$ cat config.mk
export PLATFORM = sky130hd
export DESIGN_NAME = fifo_uart_tx_flat
export DESIGN_NICKNAME = d
export VERILOG_FILES = /design/src/rtl/uart_pkg.sv /design/src/rtl/fifo_uart_tx_if.sv /design/src/rtl/uart_baud_tick.sv /design/src/rtl/fifo_uart_tx.sv /design/src/flat_wrapper.sv
export SDC_FILE = /design/constraint.sdc
export NUM_CORES = 1
export LEC_CHECK = 0
export CORE_ASPECT_RATIO = 1.4
export CORE_MARGIN = 8
export CORE_UTILIZATION = 56
export DETAILED_ROUTE_END_ITERATION = 8
export GPL_ROUTABILITY_DRIVEN = 0
export PLACE_DENSITY = 0.83
export SLEW_MARGIN = 10
export SYNTH_ARGS = -nofsm -noshare
export SYNTH_HDL_FRONTEND = slang
export SYNTH_SLANG_ARGS = --single-unit
$ cat constraint.sdc
create_clock -name clock -period 4.7 [get_ports clock]
set_clock_uncertainty 0.05 [all_clocks]
set_input_delay 0.47 -clock clock [delete_from_list [all_inputs] [get_ports clock]]
set_output_delay 0.47 -clock clock [all_outputs]
set_load 0.02 [all_outputs]
$ cat src/rtl/uart_pkg.sv
// uart_pkg: shared definitions for the UART blocks.
// FSM state encoding for the FIFO-fed transmitter, the idle line level and
// the default bit period.
package uart_pkg;

  typedef enum logic [2:0] {
    IDLE  = 3'd0,
    POP   = 3'd1,
    LOAD  = 3'd2,
    START = 3'd3,
    DATA  = 3'd4,
    STOP  = 3'd5
  } state_t;

  localparam logic UART_IDLE_LEVEL      = 1'b1;
  localparam int   DEFAULT_CLKS_PER_BIT = 16;

endpackage

$ cat src/rtl/fifo_uart_tx_if.sv
// fifo_uart_tx_if: read-side connection between a byte FIFO and its consumer.
//   fifo_rd    : one-cycle pop strobe from the consumer
//   fifo_empty : FIFO has no data
//   fifo_dout  : FIFO read data
// Handshake: the consumer may assert fifo_rd for one cycle only after it saw
// fifo_empty=0 at the deciding clock edge; fifo_dout holds the popped byte in
// the cycle after the fifo_rd cycle.
interface fifo_uart_tx_if #(
  parameter int DATA_W = 8
) ();

  logic              fifo_rd;
  logic              fifo_empty;
  logic [DATA_W-1:0] fifo_dout;

  // master = consumer (transmitter), slave = FIFO
  modport master (output fifo_rd, input fifo_empty, input fifo_dout);
  modport slave  (input fifo_rd, output fifo_empty, output fifo_dout);

endinterface

$ cat src/rtl/uart_baud_tick.sv
// uart_baud_tick: free-running bit-period counter.
//   clock, reset : clock and asynchronous active-high reset
//   clear        : forces the count back to 0 at the next edge
//   tick         : high for one cycle while the count is CLKS_PER_BIT-1
//   count        : current count, 0..CLKS_PER_BIT-1
module uart_baud_tick #(
  parameter int CLKS_PER_BIT = 16,
  parameter int CNT_W        = (CLKS_PER_BIT > 1) ? $clog2(CLKS_PER_BIT) : 1
) (
  input  logic             clock,
  input  logic             reset,
  input  logic             clear,
  output logic             tick,
  output logic [CNT_W-1:0] count
);

  localparam logic [CNT_W-1:0] LAST = CNT_W'(CLKS_PER_BIT - 1);

  logic [CNT_W-1:0] count_q;
  logic [CNT_W-1:0] count_d;

  always_comb begin
    count_d = count_q + CNT_W'(1);
    if (clear || (count_q == LAST)) begin
      count_d = '0;
    end
  end

  always_ff @(posedge clock or posedge reset) begin
    if (reset) begin
      count_q <= '0;
    end else begin
      count_q <= count_d;
    end
  end

  assign tick  = (count_q == LAST);
  assign count = count_q;

endmodule

$ cat src/rtl/fifo_uart_tx.sv
// fifo_uart_tx: pops bytes from a byte FIFO and sends them as 8N1 UART
// frames, LSB first.
//   clock, reset : clock and asynchronous active-high reset
//   enable       : allows a new frame to start (looked at in IDLE and at the
//                  last stop-bit cycle only)
//   fifo         : FIFO read side (fifo_rd out, fifo_empty / fifo_dout in)
//   tx           : serial line, idles high
//   busy         : high from POP through the end of the stop bit
//   done         : one-cycle pulse in the last cycle of each stop bit
//   dbg_state    : current FSM state
module fifo_uart_tx
  import uart_pkg::*;
#(
  parameter int CLKS_PER_BIT = DEFAULT_CLKS_PER_BIT,
  parameter int DATA_W       = 8
) (
  input  logic                  clock,
  input  logic                  reset,
  input  logic                  enable,
  fifo_uart_tx_if.master        fifo,
  output logic                  tx,
  output logic                  busy,
  output logic                  done,
  output state_t                dbg_state
);

  localparam int IDX_W = (DATA_W > 1) ? $clog2(DATA_W) : 1;
  localparam int CNT_W = (CLKS_PER_BIT > 1) ? $clog2(CLKS_PER_BIT) : 1;
  localparam logic [IDX_W-1:0] LAST_BIT = IDX_W'(DATA_W - 1);
  localparam logic [CNT_W-1:0] PRE_LAST = CNT_W'(CLKS_PER_BIT - 2);

  state_t            state_q,   state_d;
  logic [DATA_W-1:0] shift_q,   shift_d;
  logic [IDX_W-1:0]  bit_idx_q, bit_idx_d;
  logic              tx_q,      tx_d;
  logic              rd_q,      rd_d;
  logic              busy_q,    busy_d;
  logic              done_q,    done_d;

  logic              baud_clear;
  logic              baud_tick;
  logic [CNT_W-1:0]  baud_cnt;
  logic              start_ok;

  // Clearing during LOAD makes the start bit last exactly one full period.
  assign baud_clear = (state_q == LOAD);

  uart_baud_tick #(
    .CLKS_PER_BIT (CLKS_PER_BIT),
    .CNT_W        (CNT_W)
  ) u_baud (
    .clock (clock),
    .reset (reset),
    .clear (baud_clear),
    .tick  (baud_tick),
    .count (baud_cnt)
  );

  assign start_ok = enable && !fifo.fifo_empty;

  // tx is registered: each branch loads the level for the next bit slot,
  // so tx always equals the LSB of the shift register while in DATA.
  always_comb begin
    state_d   = state_q;
    shift_d   = shift_q;
    bit_idx_d = bit_idx_q;
    tx_d      = tx_q;
    rd_d      = 1'b0;
    unique case (state_q)
      IDLE: begin
        tx_d = UART_IDLE_LEVEL;
        if (start_ok) begin
          state_d = POP;
          rd_d    = 1'b1;
        end
      end
      POP: begin
        state_d = LOAD;
      end
      LOAD: begin
        shift_d   = fifo.fifo_dout;
        bit_idx_d = '0;
        tx_d      = 1'b0;
        state_d   = START;
      end
      START: begin
        if (baud_tick) begin
          tx_d    = shift_q[0];
          state_d = DATA;
        end
      end
      DATA: begin
        if (baud_tick) begin
          if (bit_idx_q == LAST_BIT) begin
            tx_d    = UART_IDLE_LEVEL;
            state_d = STOP;
          end else begin
            shift_d   = shift_q >> 1;
            bit_idx_d = bit_idx_q + IDX_W'(1);
            tx_d      = shift_q[1];
          end
        end
      end
      STOP: begin
        if (baud_tick) begin
          if (start_ok) begin
            state_d = POP;
            rd_d    = 1'b1;
          end else begin
            state_d = IDLE;
          end
        end
      end
      default: begin
        tx_d    = UART_IDLE_LEVEL;
        state_d = IDLE;
      end
    endcase
    busy_d = (state_d != IDLE);
    // Count C-2 in STOP means the next cycle is the last one of the stop bit.
    done_d = (state_q == STOP) && (baud_cnt == PRE_LAST);
  end

  always_ff @(posedge clock or posedge reset) begin
    if (reset) begin
      state_q   <= IDLE;
      shift_q   <= '0;
      bit_idx_q <= '0;
      tx_q      <= UART_IDLE_LEVEL;
      rd_q      <= 1'b0;
      busy_q    <= 1'b0;
      done_q    <= 1'b0;
    end else begin
      state_q   <= state_d;
      shift_q   <= shift_d;
      bit_idx_q <= bit_idx_d;
      tx_q      <= tx_d;
      rd_q      <= rd_d;
      busy_q    <= busy_d;
      done_q    <= done_d;
    end
  end

  assign fifo.fifo_rd = rd_q;
  assign tx           = tx_q;
  assign busy         = busy_q;
  assign done         = done_q;
  assign dbg_state    = state_q;

endmodule
$ cat src/flat_wrapper.sv
// flat-port wrapper written by rule: the top's interface ports become plain ports
module fifo_uart_tx_flat import uart_pkg::*;
#(
  parameter int CLKS_PER_BIT = DEFAULT_CLKS_PER_BIT,
  parameter int DATA_W       = 8
)
  (clock, reset, enable, tx, busy, done, dbg_state, fifo_fifo_rd, fifo_fifo_empty, fifo_fifo_dout);
  fifo_uart_tx_if #(.DATA_W(DATA_W)) fifo_i ();
  input  logic clock;
  input  logic reset;
  input  logic enable;
  output logic tx;
  output logic busy;
  output logic done;
  output state_t dbg_state;
  output wire logic [$bits(fifo_i.fifo_rd)-1:0] fifo_fifo_rd;
  input wire logic [$bits(fifo_i.fifo_empty)-1:0] fifo_fifo_empty;
  input wire logic [$bits(fifo_i.fifo_dout)-1:0] fifo_fifo_dout;
  assign fifo_fifo_rd = fifo_i.fifo_rd;
  assign fifo_i.fifo_empty = fifo_fifo_empty;
  assign fifo_i.fifo_dout = fifo_fifo_dout;
  fifo_uart_tx #(.CLKS_PER_BIT(CLKS_PER_BIT), .DATA_W(DATA_W)) u_core (.clock(clock), .reset(reset), .enable(enable), .fifo(fifo_i), .tx(tx), .busy(busy), .done(done), .dbg_state(dbg_state));
endmodule
After elaboration in Yosys (flattened, before gate mapping) --
Index checks and enable logic that the tools add are counted.
Cells by class: add/subtract/negate cells 2, eq/ne operators 11, muxes and demuxes 21, bitwise logic cells 1, reduce and logical (&&, ||, !) cells 10
Operator list (count):
- $mux 3 | 7
- $pmux 3 s6 | 1
- $mux 8 | 2
- $pmux 8 s2 | 1
- $eq 3x3->1 const B | 3
- $eq 4x4->1 const B | 2
- $eq 3x2->1 const B | 2
- $mux 1 | 6
- $pmux 3 s2 | 1
- $reduce_and 3->1 | 2
- $add 4x1->4 const B | 1
- $mux 4 | 1
- $ne 2x1->1 const B | 2
- $pmux 1 s4 | 1
- $add 3x1->3 const B | 1
- $eq 3x1->1 const B | 1
- $logic_not 3->1 | 1
- $reduce_bool 3->1 | 1
- $logic_and 1x1->1 | 2
- $ne 2x2->1 const B | 1
- $pmux 1 s2 | 1
- $reduce_bool 2->1 | 1
- $reduce_or 2->1 | 1
- $logic_not 1->1 | 1
- 2 further kinds | 2
Storage, ports and cells: register bits after elaboration 22, input bits 12, output and inout bits 7, word-level logic and storage cells 53

Depth between registers and ports, before layout --
Gate-level depths: netlist (run 1).
word-level depth 6, gate-level depth with buffers 8, depth with buffers taken out 6

Cells and area by module --
From an unflattened synthesis (run 1), not the netlist that was laid out.
Second synthesis, totals: cells, all modules 107, area total of the unflattened synthesis 1084.8 um^2
By module, submodules not included:
- fifo_uart_tx | instances 1, cells each 93, area an instance 909.6 um^2, sequential area each 451.7 um^2
- uart_baud_tick | instances 1, cells each 14, area an instance 175.2 um^2, sequential area each 100.1 um^2

Worst setup path before layout (run 1) --
OpenSTA, ideal clock, no wires.
path type register -> register, from reg u_core.bit_idx_q[0], to reg u_core.bit_idx_q[0], library setup time 0.121 ns, data arrival time 1.643 ns, data required time 4.529 ns, slack 2.886 ns, cell stages (with the launch flop) 8, path buffers 1, clock period less this slack 1.814 ns, cell sequence dfrtp_1 ha_1 ha_1 and4b_1 buf_6 a21oi_2 or2_4 a22o_1
On the way: word-level cells in the longest chain between the ends 4, elaborated cells on any way between the ends 7, classes of those cells add/sub: 1; eq/ne: 2; mux: 3; reduce/logical: 1
Ends and longest elaborated chain:
- start, declared | line fifo_uart_tx.sv:34 | logic [IDX_W-1:0] bit_idx_q, bit_idx_d;
- start signal, assigned | line fifo_uart_tx.sv:136 | bit_idx_q <= bit_idx_d;
- $add 3x1->3 | line fifo_uart_tx.sv:99 | bit_idx_d = bit_idx_q + IDX_W'(1);
- $mux 3 | line fifo_uart_tx.sv:94 | if (bit_idx_q == LAST_BIT) begin
- $mux 3 | line fifo_uart_tx.sv:93 | if (baud_tick) begin
- $pmux 3 s2 | line fifo_uart_tx.sv:69 | unique case (state_q)
Parallel ways exist; a longest one is shown, timed or not. The select of a mux whose other input is x is not followed. A chain may end at the register's enable or synchronous reset.

Final worst setup path (run 1) --
from reg u_core.state_q[2], in the netlist u_core.dbg_state[2], to reg u_core.shift_q[2]
On the way: word-level cells in the longest chain between the ends 3, elaborated cells on any way between the ends 7, classes of those cells eq/ne: 4; mux: 1; reduce/logical: 2
Ends and longest elaborated chain:
- start, declared | line fifo_uart_tx.sv:32 | state_t state_q, state_d;
- start signal, assigned | line fifo_uart_tx.sv:134 | state_q <= state_d;
- $eq 3x3->1 or $eq 3x2->1 (tied branches) | line fifo_uart_tx.sv:69
- $ne 2x2->1 (no line) (tied with other cells)
- $reduce_and 3->1 (no line)
- end signal, assigned | line fifo_uart_tx.sv:135 | shift_q <= shift_d;
- end, declared | line fifo_uart_tx.sv:33 | logic [DATA_W-1:0] shift_q, shift_d;
Parallel ways exist; a longest one is shown, timed or not.

==> results of run 1 <==
==> area by class of cell <==
type,count,area share
multi-input combinational,82,0.4039
clock buffer,4,0.01941
sequential,22,0.4076
timing repair buffer,19,0.1386
tap,21,0.01941
inverter,4,0.01109
==> cells in the mapped netlist (2+ instances only) <==
master    count  area share
nor3_1        2      0.0086
ha_1          4       0.043
nand2b_1      2       0.011
o21ai_0       4       0.017
a32o_1        2       0.017
mux2i_1       8       0.069
a211oi_1      2       0.013
nor3b_1       2       0.013
nand3_1       4       0.017
a21oi_1       5       0.021
nand4_1       2       0.011
buf_2         2      0.0086
nor2_1        6       0.019
buf_4         2       0.013
o21ai_1       9       0.039
a22o_1        3       0.022
nand2_1      13       0.042
inv_1         4       0.013
dfrtp_1      21        0.45
clkbuf_1      2      0.0064
buf_6         2       0.019
==> layer usage <==
metal | part of all wire | routed length [um] | vias up
met2 | 0.52 | 1228 | 32
met3 | 0.051 | 120 | 4
met1 | 0.41 | 979 | 426
li1 | - | - | 445
met4 | 0.019 | 45 | 0
met5 | 0 | 0 | -
==> power by group <==
group	internal [uW]	switching, uW	leakage, uW
clock	33.1	52.6	0.0000150
sequential	193	2.20	0.000254
combinational	11.5	8.31	0.000367
==> per-stage QoR <==
| step | worst slack (ns) | util | hold WS (ns) | cell area [um2] |
|---|---|---|---|---|
| finish | 2.470 | 0.6861 | 0.4518 | 1354 |
| global route | 2.288 | 0.6861 | 0.5008 | 1354 |
| CTS | 2.445 | 0.6861 | 0.4616 | 1354 |
| detailed placement | 2.455 | 0.6728 | 0.4338 | 1328 |
| global placement | 2.598 | 0.6728 | 0.4180 | 1328 |
| floorplan | 2.886 | - | 0.3996 | 1169 |
==> logic make-up (layout without fill, tap and decap cells) <==
logic type,count (synthesis),in the layout,share of synthesized area
adder cells (fa/ha/maj),4,4,0.04283
XOR/XNOR,1,1,0.007496
AO/OA/AOI/OAI,31,31,0.1777
AND/OR/NAND/NOR,38,38,0.1713
buffers and inverters,12,27,0.05995
multiplexers,8,8,0.06853
flip-flops,22,22,0.4722
==> state kept, by name, summed over array words and instances (netlist names) <==
name                 count
u_core.done              1
u_core.tx                1
u_core.fifo.fifo_rd      1
u_core.u_baud.count      4
u_core.busy              1
u_core.dbg_state         3
u_core.shift_q           8
u_core.bit_idx_q         3
==> worst max-delay path by stage <==
stage,end,from,slack (ns)
floorplan,u_core.bit_idx_q[0]$_DFFE_PP0P_,u_core.bit_idx_q[0]$_DFFE_PP0P_,2.89
global placement,u_core.shift_q[1]$_DFFE_PP0P_,u_core.dbg_state[2]$_DFF_PP0_,2.60
detailed placement,u_core.shift_q[2]$_DFFE_PP0P_,u_core.dbg_state[2]$_DFF_PP0_,2.45
CTS,u_core.shift_q[2]$_DFFE_PP0P_,u_core.dbg_state[2]$_DFF_PP0_,2.44
global route,u_core.shift_q[2]$_DFFE_PP0P_,u_core.dbg_state[2]$_DFF_PP0_,2.29
finish,u_core.shift_q[2]$_DFFE_PP0P_,u_core.dbg_state[2]$_DFF_PP0_,2.47
==> critical path, delay by kind of cell (launching register included) <==
| family | cells | cell delay, ns |
|---|---|---|
| muxes | 1 | 0.22 |
| and+or+nand+nor | 1 | 0.79 |
| buffers and inverters | 1 | 0.29 |
| DFF | 1 | 0.68 |
| AOI/OAI and AO/OA | 1 | 0.09 |
==> summary.txt, run 1 <==
Final layout
  • Non-Filler Instances: 152
  • Number of fill cells in the layout: 168
  • Final-stage net count: between 100 and 150
  • Signed area change from the synthesized netlist to the final layout: 15.85%
  • Area of the multi-input gates: 546.8 um2
  • Share of final-layout standard cells stronger than drive strength 1: 0.06870
  • Reg area: 551.8 um2
  • Antenna cell count: 0
  • Highest-count cells in the layout ignoring fill and taps: 21 x dfrtp_1, 18 x clkdlybuf4s50_1, 13 x nand2_1
  • Most common cell after layout, fill and taps aside: dfrtp_1

Clock tree
  • Maximum number of buffers from clock root to sink: 2
  • Clock slew at the register clock pins of the worst setup and hold paths: 0.11 ns
  • Post-CTS resize count: 0
  • Count of clock tree sinks: 22
  • Hold buffers post-CTS: 0
  • Num CTS Buffers: 3
  • Clock tree root buffer cell: clkbuf_4
  • Setup Buffers After CTS: 0
  • Clock tree from TritonCTS: yes
  • Clock latency of the later-clocked register in the worst-skew pair: 0.30 ns
  • H-tree Lvls: 1

Routing
  • Detailed-router iteration count before antenna repair: 4
  • Vias after detailed routing: 907
  • Vias per std cell: 5.967
  • Routed wire per std cell: 15.62 um
  • Starting DRC count in detailed routing: 42
  • # DRC: 0
  • DRT Wirelength: around 2400 um
  • Final antenna-violating net count: 0

GRT
  • Antenna violations before repair: 0
  • Pin count of the biggest net entering global routing: 23
  • GRT Max-Usage Layer: met2
  • First-pass GRT wire length: 4174 um
  • Global-route usage over all layers: 0.1365
  • Met1 track demand over resource: 0.1736
  • Vias in the first global route: 927
  • Met3 track demand over resource in global routing: 0.02331
  • Met2 usage in global routing: 0.2149
  • Gr ovfl total: 0

Power
  • Power consumption: 300.7 uW
  • Worst voltage drop across the vdd grid: 208.0 uV
  • Leak: approximately 0.00064 uW
  • Total power per unit cell area: 222.1 mW/mm2

Floorplan
  • Die Area: roughly 0.0038 mm2
  • Placement row count: 19
  • Horiz. Die Dim: 54.61 um
  • Starting density of the core: 0.5923
  • Die span in y: 70.05 um
  • Ports placed on the boundary: 19
  • Core Region: 0.001973 mm2

STA
  • Tightest Pin Transition: approximately 0.9 ns
  • Max Slew Vio Count: 0
  • F_max: 448.4 MHz
  • Crit path time final: between 2 and 2.5 ns
  • Final worst-path cycle share: 0.4745
  • Final Hold Fails: 0
  • Rel. slew slack: 0.4092
  • Sum of negative setup slack: 0 ns
  • Unrepaired setup endpoints after global routing: no
  • Number of failing setup endpoints in the final timing report: 0

Critical path
  • Cells traversed along the worst timing path: nor3b_1 > buf_4 > mux2i_1 > o21ai_1
  • Largest incremental delay on the critical path: 0.79 ns
  • R2R Path Start: u_core.dbg_state[2]$_DFF_PP0_
  • Req. time, crit path: between 4 and 5 ns
  • Cell with the largest stage delay on the worst path: nor3b_1
  • Capturing point of the worst reg2reg path: u_core.shift_q[2]$_DFFE_PP0P_
  • Critical path capture point type: flip-flop
  • Worst-case register-to-register setup slack: approximately 2.5 ns
  • Number of cells traversed by the worst register-to-register path: 4
  • Arrival time at the worst endpoint: 2.37 ns
  • Type of origin of the critical path: flip-flop
  • Maximum fanout encountered on the critical timing path: 17
  • Critical path start-end classification: reg -> reg

Synth
  • Post-synthesis cell area: 0.001169 mm2
  • Most instantiated flip-flop cell in the synthesis netlist: dfrtp_1
  • Post-synthesis instance total: 116
  • Synth Register Bits: 22
  • Sequential element share of the synthesized area: 0.4722
  • EDFF count, synth: 0
  • Ys async rst share: 1.000
  • Count of different cell masters after synthesis: 36
  • Post-synthesis net count: 132
  • Yosys synthesis warning count: 0
  • Avg Inst Size Synth: roughly 10 um2

Min path
  • Worst Min Path Start: u_core.shift_q[4]$_DFFE_PP0P_
  • Class of the most critical hold timing path: reg -> reg
  • Worst hold path endpoint: u_core.shift_q[4]$_DFFE_PP0P_
  • Number of cells on the worst hold path: 2

Placement
  • Number of port buffers: 18
  • Placed wire-length estimate after detailed placement: 1830 um
  • Cell total after placement: 148

Flow run
  • Max-cap check violation count: 0

Outcome
  • Result of the run: complete, no violations
No activity file was read; power rests on OpenSTA's default activity.
==> run 2, diff against run 1 <==
--- a/config.mk
+++ b/config.mk
@@ -7,10 +7,10 @@
 export LEC_CHECK = 0
 export CORE_ASPECT_RATIO = 1.4
 export CORE_MARGIN = 8
-export CORE_UTILIZATION = 56
+export CORE_UTILIZATION = 52
 export DETAILED_ROUTE_END_ITERATION = 8
 export GPL_ROUTABILITY_DRIVEN = 0
-export PLACE_DENSITY = 0.83
+export PLACE_DENSITY = 0.78
 export SLEW_MARGIN = 10
 export SYNTH_ARGS = -nofsm -noshare
 export SYNTH_HDL_FRONTEND = slang
==> constraint.sdc (replaced) <==
create_clock -name clock -period 2.12 [get_ports clock]
set_clock_uncertainty 0.05 [all_clocks]
set_input_delay 0.212 -clock clock [delete_from_list [all_inputs] [get_ports clock]]
set_output_delay 0.212 -clock clock [all_outputs]
set_load 0.02 [all_outputs]
==> summary.txt, run 2 (synthesis gave the netlist of run 1 again) <==
Final layout
  • Highest-count cells in the layout ignoring fill and taps: 21 x dfrtp_1, 18 x clkdlybuf4s50_1, 13 x nand2_1
  • Register name with the most flops: u_core.shift_q
  • Number of fill cells in the layout: 187
  • Non-Filler Instances: 157
  • Flip-flop count of the largest register after layout: 8
  • Share of final-layout standard cells stronger than drive strength 1: 0.1037
  • Final-stage net count: 152
  • Reg area: 551.8 um2
  • Most common cell after layout, fill and taps aside: dfrtp_1
  • Area of the multi-input gates: about 550 um2
  • Signed area change from the synthesized netlist to the final layout: 19.38%
  • Antenna cell count: 0

Clock tree
  • H-tree Lvls: 1
  • Setup Buffers After CTS: 0
  • Clock tree root buffer cell: clkbuf_4
  • Clock latency of the later-clocked register in the worst-skew pair: 0.31 ns
  • Maximum number of buffers from clock root to sink: 2
  • Post-CTS resize count: 0
  • Clock tree from TritonCTS: yes
  • Clock slew at the register clock pins of the worst setup and hold paths: 0.13 ns
  • Hold buffers post-CTS: 0
  • Count of clock tree sinks: 22
  • Num CTS Buffers: 3

STA
  • Sum of negative setup slack: 0 ns
  • Final worst-path cycle share: 0.9230
  • Crit path time final: 1.957 ns
  • F_max: around 500 MHz
  • Max Slew Vio Count: 0
  • Unrepaired setup endpoints after global routing: no
  • Final Hold Fails: 0
  • Rel. slew slack: 0.6655
  • Number of failing setup endpoints in the final timing report: 0
  • Tightest Pin Transition: between 0.5 and 0.6 ns

Floorplan
  • Core Region: 0.002152 mm2
  • Die span in y: 72.09 um
  • Ports placed on the boundary: 19
  • Die Area: 0.004042 mm2
  • Starting density of the core: 0.5430
  • Placement row count: 20
  • Horiz. Die Dim: 56.07 um

Routing
  • Vias per std cell: 5.943
  • Routed wire per std cell: 15.59 um
  • Vias after detailed routing: around 930
  • DRT Wirelength: 2448 um
  • Final antenna-violating net count: 0
  • Detailed-router iteration count before antenna repair: 4
  • # DRC: 0
  • Starting DRC count in detailed routing: 26

Critical path
  • Capturing point of the worst reg2reg path: u_core.bit_idx_q[1]$_DFFE_PP0P_
  • Type of origin of the critical path: flip-flop
  • Maximum fanout encountered on the critical timing path: 16
  • Worst-case register-to-register setup slack: 0.27 ns
  • Critical path start-end classification: reg -> out
  • Critical path capture point type: output pin
  • R2R Path Start: u_core.bit_idx_q[0]$_DFFE_PP0P_
  • Largest incremental delay on the critical path: 0.70 ns
  • Top cell family by delay on the critical path: buffers and inverters
  • Cell with the largest stage delay on the worst path: clkdlybuf4s50_1
  • Buf+Inv Stages, Crit Path: 1
  • Arrival time at the worst endpoint: 1.69 ns
  • Number of cells traversed by the worst register-to-register path: 6
  • Cells traversed along the worst timing path: clkdlybuf4s50_1
  • Req. time, crit path: around 1.9 ns

GRT
  • Gr ovfl total: 0
  • Pin count of the biggest net entering global routing: 23
  • Vias in the first global route: approximately 990
  • Global-route usage over all layers: 0.1259
  • Antenna violations before repair: 0
  • First-pass GRT wire length: 4278 um

Placement
  • Placed wire-length estimate after detailed placement: 1853 um
  • Cell total after placement: 153
  • Number of port buffers: 18

Power
  • Worst voltage drop across the vdd grid: 408.2 uV
  • Total power per unit cell area: 510.2 mW/mm2
  • Leak: ~0.00066 uW

Outcome
  • Result of the run: complete, no violations

Flow run
  • Max-cap check violation count: 0

Min path
  • Class of the most critical hold timing path: in -> async
## run 2: final cells by class
cell class,instances,area share
Clock buffer,4,0.02601
Inverter,4,0.01076
Multi-Input combinational cell,82,0.3919
Sequential cell,22,0.3955
Tap cell,22,0.01973
Timing Repair Buffer,23,0.1561
## run 2: layer usage
metal / vias up / track usage / routed length (um)
met2: 34 / 0.2225 / 1273
li1: 452 / - / -
met5: - / 0 / 0
met4: 0 / 0.06434 / 38
met1: 443 / 0.1394 / 1027
met3: 4 / 0.02269 / 110
## run 2: report_power, final
group / internal [uW] / total, uW / switching, uW / leakage [uW]
sequential: 428 / 432 / 4.42 / 0.000254
clock: 105 / 234 / 129 / 0.0000210
combinational: 26.7 / 45.7 / 19.0 / 0.000385
## run 2: through the flow
stage	setup WS (ns)	utilization	area, um2	total power (uW)	hold WS [ns]
after global routing	0.1048	0.6483	1395	733.0	0.2356
after global placement	0.3450	0.6314	1359	484.8	0.4177
after floorplan	0.3062	-	1169	457.3	0.1505
after detailed placement	0.2809	0.6314	1359	487.1	0.4258
after CTS	0.1483	0.6483	1395	720.4	0.1729
final	0.1632	0.6483	1395	711.8	0.1666
## run 2: worst max-delay path by stage
stage / start / end / slack [ns] / depth (start not counted)
2_1_floorplan: u_core.bit_idx_q[0]$_DFFE_PP0P_ / u_core.bit_idx_q[0]$_DFFE_PP0P_ / 0.31 / 7
3_3_place_gp: u_core.bit_idx_q[0]$_DFFE_PP0P_ / u_core.bit_idx_q[1]$_DFFE_PP0P_ / 0.34 / 6
3_5_place_dp: u_core.bit_idx_q[0]$_DFFE_PP0P_ / u_core.bit_idx_q[0]$_DFFE_PP0P_ / 0.28 / 6
4_1_cts: u_core.dbg_state[1]$_DFF_PP0_ / dbg_state[1] / 0.15 / 1
5_1_grt: u_core.dbg_state[1]$_DFF_PP0_ / dbg_state[1] / 0.10 / 1
6_report: u_core.dbg_state[1]$_DFF_PP0_ / dbg_state[1] / 0.16 / 1
## run 2: worst register-to-register path: stages (launching register included)
cell and delay [ns]:
dfrtp_1 0.43, ha_1 0.22, ha_1 0.21, and4b_1 0.30
a21oi_2 0.06, or2_4 0.25, a22o_1 0.23
==> RTL edit 1: new RTL, flow settings as in run 2 <==
Take the reset off `shift_q` and load it in a clocked block of its own.
--- a/src/rtl/fifo_uart_tx.sv
+++ b/src/rtl/fifo_uart_tx.sv
@@ -124,7 +124,6 @@
   always_ff @(posedge clock or posedge reset) begin
     if (reset) begin
       state_q   <= IDLE;
-      shift_q   <= '0;
       bit_idx_q <= '0;
       tx_q      <= UART_IDLE_LEVEL;
       rd_q      <= 1'b0;
@@ -132,13 +131,16 @@
       done_q    <= 1'b0;
     end else begin
       state_q   <= state_d;
-      shift_q   <= shift_d;
       bit_idx_q <= bit_idx_d;
       tx_q      <= tx_d;
       rd_q      <= rd_d;
       busy_q    <= busy_d;
       done_q    <= done_d;
     end
+  end
+
+  always_ff @(posedge clock) begin
+    shift_q <= shift_d;
   end
 
   assign fifo.fifo_rd = rd_q;
Formal check against the unedited RTL: same outputs for any inputs over 10 cycles, from zero or initial values and one cycle with reset high; that may be too few to reach the edited logic, so the function may still have changed.
==> RTL edit 1 against run 2 <==
- cell area fell by 4.4%
- fmax fell by 1.8%
- cell count fell by 13%
- wire length fell by 21%
- area after synthesis fell by 5.6%
- sequential cell count did not move
- worst setup slack got worse by 0.035 ns
- highest routed layer unchanged
Power is not compared: it rests on default switching activity, and its combinational part moved more than twofold at a synthesized area within 25%.
==> RTL edit 1: results (changes against run 2) <==
post-synthesis cell type count = 37 (+2.8%)
FF+latch area = 592 um2 (+7.3%)
FILL cells = 170 (-9.1%)
mux contribution to synthesized area = 0.0714 (+0.00291)
Routed wire per std cell = 14.2 um (-9.0%)
Die Wd = 54.9 um (-2.0%)
reg-to-reg setup timing slack = 0.23 ns (-0.04 ns)
Post-Syn Area per Cell = 11.7 um2 (+17%)
drt first pass iters = 3 (-1)
post-DR vias/cell = 5.70 (-4.1%)
complex-gate fraction of the synthesized area = 0.119 (-0.0587)
measured slew at the worst slew-check pin = 0.554 ns (+0.0523 ns)
Total Wirelength = 1930 um (-21%)
kind of cell adding the most delay to the critical path = flip-flops
non-clock buffer count = 20 (-13%)
top cells by area, synth = dfrtp_1, edfxtp_1, mux2_2
Post-synth EDFFs = 8 (+8)
share of layout cells above drive strength 1 = 0.191 (+0.0876)
post-synthesis sequential area ratio = 0.536 (+0.0641)
global-route wire length before repair = 3260 um (-24%)
ys async rst share = 0.636 (-0.364)
CP Capture Point = dbg_state[0]
Inverters excl. clock = 5 (+1)
RR Endpoint = u_core.shift_q[4]
clkbuf count = 3 (-1)
multi-input gates = 64 (-22%)
CP max stage cell = dfrtp_1
top cells by count, synth = dfrtp_1, edfxtp_1, nand2_1
synthesized-area fraction occupied by adder cells = 0.0454 (+0.00252)
Synth Area in XOR/XNOR = 0.00794 (+0.000442)
number of global-route vias before repair = 758 (-24%)
net count after synthesis = 110 (-17%)
multi-input gate share of total cell area = 0.356 (-0.0355)
largest net degree at the start of global routing = 16 (-30%)
status = finished clean
initial drt markers = 4 (-85%)
DP Wirelength = 1500 um (-19%)
## RTL edit 1: routing by layer
layer | part of all wire | vias to the layer above | GRT usage
met4 | 0.016 | 0 | 0.0509
met1 | 0.41 | 378 | 0.129
met5 | 0 | - | 0
met3 | 0.066 | 4 | 0.0254
met2 | 0.51 | 16 | 0.173
li1 | - | 377 | -
## RTL edit 1: power by group through the flow
stage                     Combinational [mW]  Clock [mW]  Sequential, mW
after floorplan                        0.266           0           0.654
after global placement                 0.388           0           0.650
after detailed placement               0.401           0           0.654
after CTS                              0.404       0.198           0.646
after global routing                   0.439       0.211           0.660
final                                  0.401       0.189           0.646
## RTL edit 1: per-stage QoR
stage          utilization  setup slack, ns
6_report             0.668            0.128
5_1_grt              0.668           0.0557
4_1_cts              0.668            0.124
3_5_place_dp         0.655            0.220
3_3_place_gp         0.655            0.280
2_1_floorplan            -            0.227
==> RTL edit 2: new RTL, config.mk and constraints of run 2 <==
Without the edit above. `DATA_W` is set to 8 in 3 places; all go to 16.
--- a/src/rtl/fifo_uart_tx_if.sv
+++ b/src/rtl/fifo_uart_tx_if.sv
@@ -6,7 +6,7 @@
 // fifo_empty=0 at the deciding clock edge; fifo_dout holds the popped byte in
 // the cycle after the fifo_rd cycle.
 interface fifo_uart_tx_if #(
-  parameter int DATA_W = 8
+  parameter int DATA_W = 16
 ) ();
 
   logic              fifo_rd;
--- a/src/rtl/fifo_uart_tx.sv
+++ b/src/rtl/fifo_uart_tx.sv
@@ -12,7 +12,7 @@
   import uart_pkg::*;
 #(
   parameter int CLKS_PER_BIT = DEFAULT_CLKS_PER_BIT,
-  parameter int DATA_W       = 8
+  parameter int DATA_W       = 16
 ) (
   input  logic                  clock,
   input  logic                  reset,
--- a/src/flat_wrapper.sv
+++ b/src/flat_wrapper.sv
@@ -2,7 +2,7 @@
 module fifo_uart_tx_flat import uart_pkg::*;
 #(
   parameter int CLKS_PER_BIT = DEFAULT_CLKS_PER_BIT,
-  parameter int DATA_W       = 8
+  parameter int DATA_W       = 16
 )
   (clock, reset, enable, tx, busy, done, dbg_state, fifo_fifo_rd, fifo_fifo_empty, fifo_fifo_dout);
   fifo_uart_tx_if #(.DATA_W(DATA_W)) fifo_i ();
Ports: changed (resized fifo_fifo_dout); port bits go from 19 to 27. The function was not compared with the original's and may differ.
==> RTL edit 2 against run 2 <==
- area after synthesis increased by 47%
- sequential cell count increased by 9
- cell area increased by 49%
- utilization increased by 1.2 points
- global-route usage increased by 1.8 points
- die area increased by 34%
- power increased by 62%
- wire length increased by 50%
- cell count increased by 46%
- combinational power increased by 72%
- worst setup slack got worse by 0.0048 ns
- synthesized cell count increased by 41%
==> RTL edit 2: results (changes against run 2) <==
status = finished clean
VDD IR max = 595 uV (+46%)
initial drt markers = 42 (+62%)
Root Buffer = clkbuf_8
switching pwr = 0.242 mW (+59%)
number of cells after detailed placement = 223 (+46%)
reg-to-reg setup timing slack = 0.38 ns (+0.11 ns)
Port Buffers = 26 (+8)
RR Endpoint = u_core.shift_q[1]
Num CTS Buffers = 5 (+2)
clock transition at the registers of the reported paths = 0.06 ns (-0.07 ns)
hold slack = 0.234 ns (+0.0670 ns)
net count after synthesis = 187 (+42%)
seq pwr = 0.618 mW (+43%)
post-synthesis sequential area ratio = 0.452 (-0.0202)
leakage = 0.979 nW (+48%)
FILL cells = 253 (+35%)
Routed wire per std cell = 15.9 um (+2.3%)
global-route wire length before repair = 6270 um (+46%)
Max H-tree Level = 2 (+1)
largest net degree at the start of global routing = 32 (+39%)
aggregate global-route resource usage = 0.144 (+0.0180)
final std cells w/o fill = 230 (+46%)
Critical R2R Launch = u_core.u_baud.count[0]
Place WS = 0.397 ns (+0.116 ns)
number of global-route vias before repair = 1,374 (+39%)
cell count after synthesis = 164 (+41%)
max reg flops = 16 (+8)
post-synthesis cell type count = 40 (+11%)
measured slew at the worst slew-check pin = 0.575 ns (+0.0728 ns)
clock latency on the worst-skew pair = 0.28 ns (-0.03 ns)
Combinational Power = 0.0786 mW (+72%)
post-DR vias/cell = 5.88 (-1.1%)
PwrDens = 554 mW/mm2 (+8.6%)
top cells by area, synth = dfrtp_1, mux2i_1, a21oi_1
Bufs on Longest Clock Path = 2 (unchanged)
share of layout cells above drive strength 1 = 0.126 (+0.0220)
Nets = 214 (+41%)
slowest stage delay, CP = 0.72 ns (+0.02 ns)
DP Area = 0.00199 mm2 (+47%)
[RTL edit 2: worst max path at each step]
stage | slack (ns) | cells after the start | to | start
2_1_floorplan | 0.57 | 6 | u_core.bit_idx_q[0] | u_core.dbg_state[0]
4_1_cts | 0.15 | 1 | dbg_state[0] | u_core.dbg_state[0]
3_5_place_dp | 0.40 | 6 | u_core.shift_q[5] | u_core.u_baud.count[0]
6_report | 0.16 | 1 | dbg_state[0] | u_core.dbg_state[0]
5_1_grt | 0.07 | 1 | dbg_state[0] | u_core.dbg_state[0]
3_3_place_gp | 0.46 | 5 | u_core.shift_q[4] | u_core.dbg_state[2]
[RTL edit 2: kinds of logic after synthesis]
| family | after synthesis | synth area share |
|---|---|---|
| muxes | 17 | 0.102 |
| adders and majority gates | 3 | 0.0218 |
| xor gates and xnor gates | 1 | 0.00510 |
| buffers and inverters | 18 | 0.0691 |
| AOI/OAI and AO/OA | 54 | 0.207 |
| and+or+nand+nor | 40 | 0.143 |
| DFF | 31 | 0.452 |
[RTL edit 2: cell type report]
cell class	instances	area [um2]	share of cell area
multi-input cells	115	823	0.396
flip-flops and latches	31	777	0.373
clock buffers	6	82.6	0.0397
inverters	5	18.8	0.00902
well taps	39	48.8	0.0235
repair buffers	33	325	0.156
clock inverters	1	5.00	0.00241
[RTL edit 2: routing by layer]
layer,track usage,vias to the layer above,part of all wire
met5,0,-,0
met4,0.0657,0,0.020
met3,0.0565,7,0.056
met2,0.237,36,0.51
met1,0.156,650,0.41
li1,-,659,-
[RTL edit 2: worst min-delay path, delay by kind of cell]
| kind | cells | cell delay (ns) |
|---|---|---|
| buffers and inverters | 3 | 0.71 |
